===== src/rtl/rxblock_if.sv =====
// ----------------------------------------------------------------------------
// rxblock_if
//
// Groups the serial line input and the received-byte outputs of the UART
// receiver into one bundle. The clock (clk16) and reset (rst_n) are plain
// ports on rxblock and are not part of this interface.
//
// Signals:
//   serial_data  line -> receiver  asynchronous serial input, idles high
//   rx_en        user -> receiver  enables detection of new start bits
//   paral_data   receiver -> user  last good received byte (8 bits)
//   rx_end       receiver -> user  one-cycle strobe at the end of each frame
//   frame_err    receiver -> user  stop bit of the last frame sampled low
//   parity_err   receiver -> user  parity error on the last frame
//   rx_busy      receiver -> user  high while a frame is being received
//
// Modports:
//   slave   the receiver itself (rxblock)
//   master  whatever drives the line and consumes the bytes
// ----------------------------------------------------------------------------
interface rxblock_if;

    logic       serial_data;
    logic       rx_en;
    logic [7:0] paral_data;
    logic       rx_end;
    logic       frame_err;
    logic       parity_err;
    logic       rx_busy;

    modport slave (
        input  serial_data,
        input  rx_en,
        output paral_data,
        output rx_end,
        output frame_err,
        output parity_err,
        output rx_busy
    );

    modport master (
        output serial_data,
        output rx_en,
        input  paral_data,
        input  rx_end,
        input  frame_err,
        input  parity_err,
        input  rx_busy
    );

endinterface


===== src/rtl/rxblock.sv =====
// ----------------------------------------------------------------------------
// rxblock
//
// UART receiver, 16x oversampled. Rebuilds 8N1 frames (1 start bit, 8 data
// bits LSB first, 1 stop bit) from the serial line and presents each byte on
// paral_data with a one-cycle rx_end strobe and a framing-error flag.
//
// Build option:
//   RXBLOCK_PARITY_EN  when defined the frame is 8E1: an even parity bit sits
//                      between the data bits and the stop bit, and parity_err
//                      reports a mismatch. When undefined parity_err is tied
//                      to 0. Must match the txblock build on the same link.
//
// Ports:
//   clk16   16x baud clock, the only clock
//   rst_n   asynchronous active-low reset
//   bus     rxblock_if.slave: serial_data, rx_en in; paral_data, rx_end,
//           frame_err, parity_err, rx_busy out (all outputs registered)
// ----------------------------------------------------------------------------
module rxblock (
    input  logic      clk16,
    input  logic      rst_n,
    rxblock_if.slave  bus
);

`ifdef RXBLOCK_PARITY_EN
    typedef enum logic [2:0] {
        IDLE   = 3'd0,
        START  = 3'd1,
        DATA   = 3'd2,
        PARITY = 3'd3,
        STOP   = 3'd4
    } state_t;
`else
    typedef enum logic [1:0] {
        IDLE  = 2'd0,
        START = 2'd1,
        DATA  = 2'd2,
        STOP  = 2'd3
    } state_t;
`endif

    state_t     state;
    state_t     next_state;

    // two-flop synchronizer plus one history flop for edge detection
    logic       rxd_m;
    logic       rxd_s;
    logic       rxd_d;

    logic [3:0] cnt;
    logic [3:0] cnt_next;
    logic [2:0] bitcnt;
    logic [2:0] bitcnt_next;

    logic [7:0] shreg;
    logic       shift_en;
    logic       stop_en;

    logic [7:0] paral_data_q;
    logic       rx_end_q;
    logic       frame_err_q;
    logic       rx_busy_q;

`ifdef RXBLOCK_PARITY_EN
    logic       par_en;
    logic       par_bit;
    logic       parity_err_q;
`endif

    // The serial line is asynchronous to clk16, so it passes through two
    // flops before anything looks at it. rxd_d keeps the previous
    // synchronized value so IDLE can detect a genuine high-to-low edge; a
    // line that is merely held low never looks like a new start bit. All
    // three reset to the idle-line level so a reset never fakes an edge.
    always_ff @(posedge clk16 or negedge rst_n) begin
        if (!rst_n) begin
            rxd_m <= 1'b1;
            rxd_s <= 1'b1;
            rxd_d <= 1'b1;
        end else begin
            rxd_m <= bus.serial_data;
            rxd_s <= rxd_m;
            rxd_d <= rxd_s;
        end
    end

    // State register together with the two counters the FSM steers. The
    // counters are updated from values computed in the next-state logic so
    // every transition decides the counter behaviour in one place.
    always_ff @(posedge clk16 or negedge rst_n) begin
        if (!rst_n) begin
            state  <= IDLE;
            cnt    <= 4'd0;
            bitcnt <= 3'd0;
        end else begin
            state  <= next_state;
            cnt    <= cnt_next;
            bitcnt <= bitcnt_next;
        end
    end

    // Next-state and control decode. cnt free-runs and wraps 15 -> 0 inside a
    // frame, so after the start check clears it at mid-start-bit every later
    // cnt==15 lands on the middle of the following bit. Sampling the stop bit
    // at its middle returns the FSM to IDLE half a bit early, which leaves
    // time to catch a back-to-back start edge. rx_en only gates the IDLE exit,
    // so a frame already under way always completes.
    always_comb begin
        next_state  = state;
        cnt_next    = cnt + 4'd1;
        bitcnt_next = bitcnt;
        shift_en    = 1'b0;
        stop_en     = 1'b0;
`ifdef RXBLOCK_PARITY_EN
        par_en      = 1'b0;
`endif

        case (state)
            IDLE: begin
                cnt_next = 4'd0;
                if (bus.rx_en && rxd_d && !rxd_s) begin
                    next_state = START;
                end
            end

            START: begin
                if (cnt == 4'd7) begin
                    cnt_next = 4'd0;
                    if (!rxd_s) begin
                        next_state  = DATA;
                        bitcnt_next = 3'd0;
                    end else begin
                        next_state = IDLE;
                    end
                end
            end

            DATA: begin
                if (cnt == 4'd15) begin
                    shift_en    = 1'b1;
                    bitcnt_next = bitcnt + 3'd1;
                    if (bitcnt == 3'd7) begin
`ifdef RXBLOCK_PARITY_EN
                        next_state = PARITY;
`else
                        next_state = STOP;
`endif
                    end
                end
            end

`ifdef RXBLOCK_PARITY_EN
            PARITY: begin
                if (cnt == 4'd15) begin
                    par_en     = 1'b1;
                    next_state = STOP;
                end
            end
`endif

            STOP: begin
                if (cnt == 4'd15) begin
                    stop_en    = 1'b1;
                    next_state = IDLE;
                end
            end

            default: begin
                next_state = IDLE;
                cnt_next   = 4'd0;
            end
        endcase
    end

    // Receive shift register. Bits enter at the MSB and move right, so after
    // eight samples the first (least significant) bit sits in bit 0.
    always_ff @(posedge clk16 or negedge rst_n) begin
        if (!rst_n) begin
            shreg <= 8'h00;
        end else if (shift_en) begin
            shreg <= {rxd_s, shreg[7:1]};
        end
    end

`ifdef RXBLOCK_PARITY_EN
    // Captured parity bit, checked only once the stop bit proves the frame
    // was well formed.
    always_ff @(posedge clk16 or negedge rst_n) begin
        if (!rst_n) begin
            par_bit <= 1'b0;
        end else if (par_en) begin
            par_bit <= rxd_s;
        end
    end
`endif

    // Result registers. They all change on the stop-bit sample, so rx_end,
    // paral_data and the error flags become visible together, and the flags
    // then hold until the next frame ends. A frame with a low stop bit is not
    // trusted: paral_data keeps the previous good byte and only frame_err is
    // raised. rx_busy follows the upcoming state so it drops in the same
    // cycle that rx_end is high.
    always_ff @(posedge clk16 or negedge rst_n) begin
        if (!rst_n) begin
            paral_data_q <= 8'h00;
            rx_end_q     <= 1'b0;
            frame_err_q  <= 1'b0;
            rx_busy_q    <= 1'b0;
`ifdef RXBLOCK_PARITY_EN
            parity_err_q <= 1'b0;
`endif
        end else begin
            rx_end_q  <= stop_en;
            rx_busy_q <= (next_state != IDLE);
            if (stop_en) begin
                if (rxd_s) begin
                    paral_data_q <= shreg;
                    frame_err_q  <= 1'b0;
`ifdef RXBLOCK_PARITY_EN
                    parity_err_q <= ^{shreg, par_bit};
`endif
                end else begin
                    frame_err_q  <= 1'b1;
`ifdef RXBLOCK_PARITY_EN
                    parity_err_q <= 1'b0;
`endif
                end
            end
        end
    end

    assign bus.paral_data = paral_data_q;
    assign bus.rx_end     = rx_end_q;
    assign bus.frame_err  = frame_err_q;
    assign bus.rx_busy    = rx_busy_q;
`ifdef RXBLOCK_PARITY_EN
    assign bus.parity_err = parity_err_q;
`else
    assign bus.parity_err = 1'b0;
`endif

endmodule


===== src/flat_wrapper.sv =====
// flat-port wrapper written by rule: the top's interface ports become plain ports
module rxblock_flat 
  (clk16, rst_n, bus_serial_data, bus_rx_en, bus_paral_data, bus_rx_end, bus_frame_err, bus_parity_err, bus_rx_busy);
  rxblock_if bus_i ();
  input  logic clk16;
  input  logic rst_n;
  input wire logic [$bits(bus_i.serial_data)-1:0] bus_serial_data;
  input wire logic [$bits(bus_i.rx_en)-1:0] bus_rx_en;
  output wire logic [$bits(bus_i.paral_data)-1:0] bus_paral_data;
  output wire logic [$bits(bus_i.rx_end)-1:0] bus_rx_end;
  output wire logic [$bits(bus_i.frame_err)-1:0] bus_frame_err;
  output wire logic [$bits(bus_i.parity_err)-1:0] bus_parity_err;
  output wire logic [$bits(bus_i.rx_busy)-1:0] bus_rx_busy;
  assign bus_i.serial_data = bus_serial_data;
  assign bus_i.rx_en = bus_rx_en;
  assign bus_paral_data = bus_i.paral_data;
  assign bus_rx_end = bus_i.rx_end;
  assign bus_frame_err = bus_i.frame_err;
  assign bus_parity_err = bus_i.parity_err;
  assign bus_rx_busy = bus_i.rx_busy;
  rxblock u_core (.clk16(clk16), .rst_n(rst_n), .bus(bus_i));
endmodule

===== config.mk =====
export PLATFORM = sky130hd
export DESIGN_NAME = rxblock_flat
export DESIGN_NICKNAME = d
export VERILOG_FILES = /design/src/rtl/rxblock_if.sv /design/src/rtl/rxblock.sv /design/src/flat_wrapper.sv
export SDC_FILE = /design/constraint.sdc
export NUM_CORES = 1
export LEC_CHECK = 0
export ABC_AREA = 1
export BUFFER_PORTS_ARGS = -buffer_cell sky130_fd_sc_hd__buf_4
export CAP_MARGIN = 20
export CORE_MARGIN = 3
export CORE_UTILIZATION = 55
export CTS_CLUSTER_DIAMETER = 60
export DETAILED_ROUTE_END_ITERATION = 10
export PLACE_DENSITY = 0.76
export SYNTH_ARGS = -nofsm -noshare
export SYNTH_HDL_FRONTEND = slang
export SYNTH_SLANG_ARGS = --single-unit

===== constraint.sdc =====
create_clock -name clk16 -period 1.4 [get_ports clk16]
set_input_delay 0 -clock clk16 [delete_from_list [all_inputs] [get_ports clk16]]
set_output_delay 0 -clock clk16 [all_outputs]
set_load 0.02 [all_outputs]

==> Word-level counts from Yosys, hierarchy flattened <==
Index checks and enable logic that the tools add are counted.
{ "classes": {"addsub": 2, "eq_ne": 9, "n_mux": 17, "n_reduce_logical": 8} }
{ "ops": {"columns": ["cell", "count"], "rows": [
  ["2-to-1 mux 2 bit", 6],
  ["2-to-1 mux 3 bit", 3],
  ["case mux 2 bit (4 select lines)", 1],
  ["case mux 4 bit (2 select lines)", 1],
  ["case mux 3 bit (2 select lines)", 1],
  ["adder 4 x 1 -> 4 bit, second input constant", 1],
  ["== test 2 bit, second input constant", 2],
  ["== test 4 x 3 -> 1 bit, second input constant", 1],
  ["== test 4 bit, second input constant", 1],
  ["2-to-1 mux 1 bit", 4],
  ["2-to-1 mux 4 bit", 1],
  ["!= test 2 x 1 -> 1 bit, second input constant", 2],
  ["AND reduction 4 bit", 1],
  ["nonzero test 2 bit", 2],
  ["adder 3 x 1 -> 3 bit, second input constant", 1],
  ["== test 3 bit, second input constant", 1],
  ["== test 2 x 1 -> 1 bit, second input constant", 1],
  ["logical AND 1 bit", 2],
  ["zero test 2 bit", 1],
  ["!= test 2 bit, second input constant", 1],
  ["AND reduction 2 bit", 1],
  ["zero test 1 bit", 1]
]} }
{ "word_totals": {"reg_bits": 31, "output_inout_bits": 12} }

==> Logic depth before layout (Yosys ltp) <==
{ "logic_depth": {"ltp_word": 5, "ltp_mapped": 7, "ltp_nobuf": 6} }

==> Worst setup path before layout <==
Ideal clock, no wire load.
{ "synth_timing": {"path_kind": "register to register", "start": "reg u_core.cnt[0]", "end": "reg u_core.paral_data_q[6], in the netlist u_core.bus.paral_data[6]", "arrival_time_ns": 1.173, "required_ns": 1.283, "setup_slack_ns": 0.110, "stages_incl_launch_ff": 8, "synth_period_minus_slack_ns": 1.290, "path_cell_list": "dfrtp_1 > ha_1 > nand3_4 > nor2_4 > nand2_4 > buf_6 > nand2_2 > o21ai_2"} }
{ "synth_between": {"elab_chain_cells": 4} }
{ "synth_rtl": {"columns": ["item", "line", "text"], "rows": [
  ["from (decl)", "rxblock.sv:51", "logic [3:0] cnt;"],
  ["from (signal assigned)", "rxblock.sv:98", "cnt <= cnt_next;"],
  ["== test 4 bit", "rxblock.sv:163", "if (cnt == 4'd15) begin"],
  ["2-to-1 mux 1 bit", "rxblock.sv:163", null],
  ["2-to-1 mux 1 bit", "rxblock.sv:119", "case (state)"],
  ["net u_core.stop_en", "rxblock.sv:58", "logic stop_en;"],
  ["AND reduction 2 bit (no line)", null, null],
  ["to (signal assigned)", "rxblock.sv:218", "paral_data_q <= shreg;"],
  ["to (decl)", "rxblock.sv:60", "logic [7:0] paral_data_q;"]
]} }
The timed path passes the listed nets, and every way through them passes these cells.
A chain may end at the register's enable or synchronous reset.

==> Worst setup path after layout <==
{ "layout_timing": {"start": "reg u_core.cnt[1]", "end": "reg u_core.paral_data_q[7], in the netlist u_core.bus.paral_data[7]"} }
Same word-level chain as after synthesis.

==> results.cfg <==
[run_status]
status = finished clean

[global_routing]
grt_pass1_wl_um = 3910
grt_max_degree = 32
gr-usage-all-layers_pct = 20.0
gr-total-overflow = 0
grt_pass1_vias = 882
antenna_found_initial = 0

[cts]
htreeDepth = 2
tritoncts = yes
cts_root_buf = clkbuf_4
cts-buffers-inserted = 5
clk_latency_ns = 0.33
clk_pin_slew_ns = 0.10
clkSinkCount = 31
clock_path_buffers = 2

[synth]
ys_top_cells_by_area = dfrtp_1 (54%), nand2_1 (8.1%), dfstp_2 (6.1%), o21ai_2 (4.7%), inv_1 (4.6%)
synth_edf_count = 0
ys.flop_type = dfrtp_1
ys_ff_latch = 31
syn-cell-area_mm2 = 0.00130
synth.distinct_cells = 22
yosys.area.top_type = dfrtp_1
syn_avg_cell_area_um2 = 10.1
yosysWarnings = 0
synth_top_area_share_pct = 53.9
syn_inst = 128
synth_commonest_cells = dfrtp_1 (28), nand2_1 (28), inv_1 (16)
synth_nets = 135
async_reset_ff_share_pct = 100
seq_area_frac_synth_pct = 60.0

[route]
avgRoutedWirePerCell_um = 14.4
dr_wl_met3_um = 144
wl_met1_um = 1040
route.detailed.drc = 0
drtAntennaViolNets = 0
viasPerCell = 5.21
finalWirelength_um = 2630
firstDrtPassIters = 4
via_count = 949
wl_met2_um = 1400
drt_iter0_drc = 22
highest_layer = met4

[sta]
rsz0062_at_grt = true
fin_hold_ws_ns = 0.122
maxSlewViolCount = 0
clock.fmax_ghz = 0.723
fin_skew_ns = 0.0111
hold_viol = 0
setup_violations = 0
period_minus_slack_ns = 1.38
min_period_over_period_pct = 98.8
layout_setup_ws_ns = 0.0167

[placed_design]
portBuffers = 14
pre_cts_slack_ns = 0.0204
hpwl_um = 1680
routabilityCongestion = 0.861

[floorplanning]
io_pins = 16
rows = 16
initial_core_util_pct = 61.8
dieArea_mm2 = 0.00298
die_h_um = 54.6
coreArea_mm2 = 0.00210
die_width_um = 54.6

[final_layout]
diodes = 0
area_growth_syn_to_layout_pct = 21.5
fill_cells = 148
fin_nets = 161
drive_gt1_share_pct = 28.4

[setup_path]
end_kind = flop
rrSetupSlack_ns = 0.02
worstSetupPathType = flop to flop
cp-endpoint = u_core.bus.paral_data[7]$_DFFE_PN0P_
required_ns = 1.64
startpoint_type = flop
r2r-start = u_core.cnt[1]$_DFF_PN0_
reg2reg_depth = 6
worstReg2RegEnd = u_core.bus.paral_data[7]$_DFFE_PN0P_
crit_fanout = 8
cp.arrival_ns = 1.62
crit_start = u_core.cnt[1]$_DFF_PN0_

[flow_run]
drv_cap = 0

[power_and_ir_drop]
worst_ir_drop_vdd_v = 0.00105
p_leak_nw = 0.773
power_density_mw_per_mm2 = 1270

[hold_path]
hold_path.class = primary input to async pin
==> how the worst min path moves through the flow <==
stage / depth (start not counted) / end / start / slack [ns]
global route: 2 / u_core.cnt[1]$_DFF_PN0_ / rst_n / 0.14
detailed placement: 1 / u_core.bus.paral_data[0]$_DFFE_PN0P_ / rst_n / -0.05
floorplan: 0 / u_core.bitcnt[0]$_DFFE_PN0P_ / rst_n / -0.30
global placement: 1 / u_core.bus.paral_data[3]$_DFFE_PN0P_ / rst_n / -0.05
finish: 2 / u_core.shreg[1]$_DFFE_PN0P_ / rst_n / 0.12
CTS: 2 / u_core.cnt[1]$_DFF_PN0_ / rst_n / 0.12
==> layout by cell type, fill, tap and decap left out, types with 2 or more instances in the layout <==
| cell | instances |
|---|---|
| dfrtp_1 | 28 |
| nand2_1 | 26 |
| buf_4 | 18 |
| inv_1 | 16 |
| nor2_1 | 10 |
| nand3_1 | 9 |
| o21ai_0 | 9 |
| o21ai_2 | 7 |
| clkbuf_4 | 5 |
| nand2_2 | 3 |
| dlygate4sd3_1 | 3 |
| dfstp_2 | 3 |
| nor2_4 | 2 |
| ha_1 | 2 |
| clkbuf_8 | 2 |
==> kinds of logic after synthesis <==
logic type               Yosys count  share of synthesized area [%]
AND/OR/NAND/NOR                   55                           20.3
XOR/XNOR                           1                          0.674
AO/OA/AOI/OAI                     18                           9.15
other                              1                          0.289
buffers and inverters             19                           6.65
adder cells (fa/ha/maj)            3                           2.89
flip-flops                        31                           60.0
==> cell type report <==
cell class,count,area (µm²),area share (%)
clock buffers,8,68.8,4.36
inverters,16,60.1,3.81
repair buffers,21,165,10.5
well taps,27,33.8,2.14
flip-flops and latches,31,779,49.4
multi-input cells,79,470,29.8
==> timing repair <==
action                     CTS  global route
pin swaps                    0             3
resized for setup            1             4
setup endpoints to repair    1            10
setup buffers                0             2
hold buffers                 3             0
hold endpoints to repair    34             0
cloned                       0             1
==> critical path, stage by stage, from the launching register on <==
cell and delay [ns]:
dfrtp_1 0.42, ha_4 0.17, nand3_4 0.11, nor2_4 0.29, nand2_4 0.16, nand2_2 0.09
o21ai_2 0.05
==> power by group <==
part | leakage, nW | switching, W | internal (W) | total (W)
combinational | 0.320 | 0.000197 | 0.000147 | 0.000344
sequential | 0.415 | 0.0000982 | 0.000976 | 0.00107
clock | 0.0386 | 0.000291 | 0.000295 | 0.000586
==> flip-flops by register name, indices dropped and copies added, names as in the netlist <==
register               flops
u_core.bus.frame_err       1
u_core.bus.rx_busy         1
u_core.rxd_m               1
u_core.rxd_s               1
u_core.bus.rx_end          1
u_core.bitcnt              3
u_core.bus.paral_data      8
u_core.shreg               8
u_core.state               2
u_core.cnt                 4
u_core.rxd_d               1
==> stage by stage <==
stage	power [W]	area (µm²)	cells	util [%]	TNS (ns)
after floorplan	0.00126	1300	128	-	0
after detailed placement	0.00136	1430	168	67.9	0
after global routing	0.00210	1580	182	75.1	-0.133
after CTS	0.00196	1530	179	72.7	0
after global placement	0.00134	1430	168	67.9	0
final	0.00200	1580	182	75.1	0
==> per-layer routing <==
metal | vias to the layer above | global-route usage (%)
met2 | 28 | 32.5
met3 | 6 | 8.99
met1 | 459 | 21.6
li1 | 456 | -
met5 | - | 0
met4 | 0 | 10.8
Note: power is estimated with default switching activity, not from simulation.
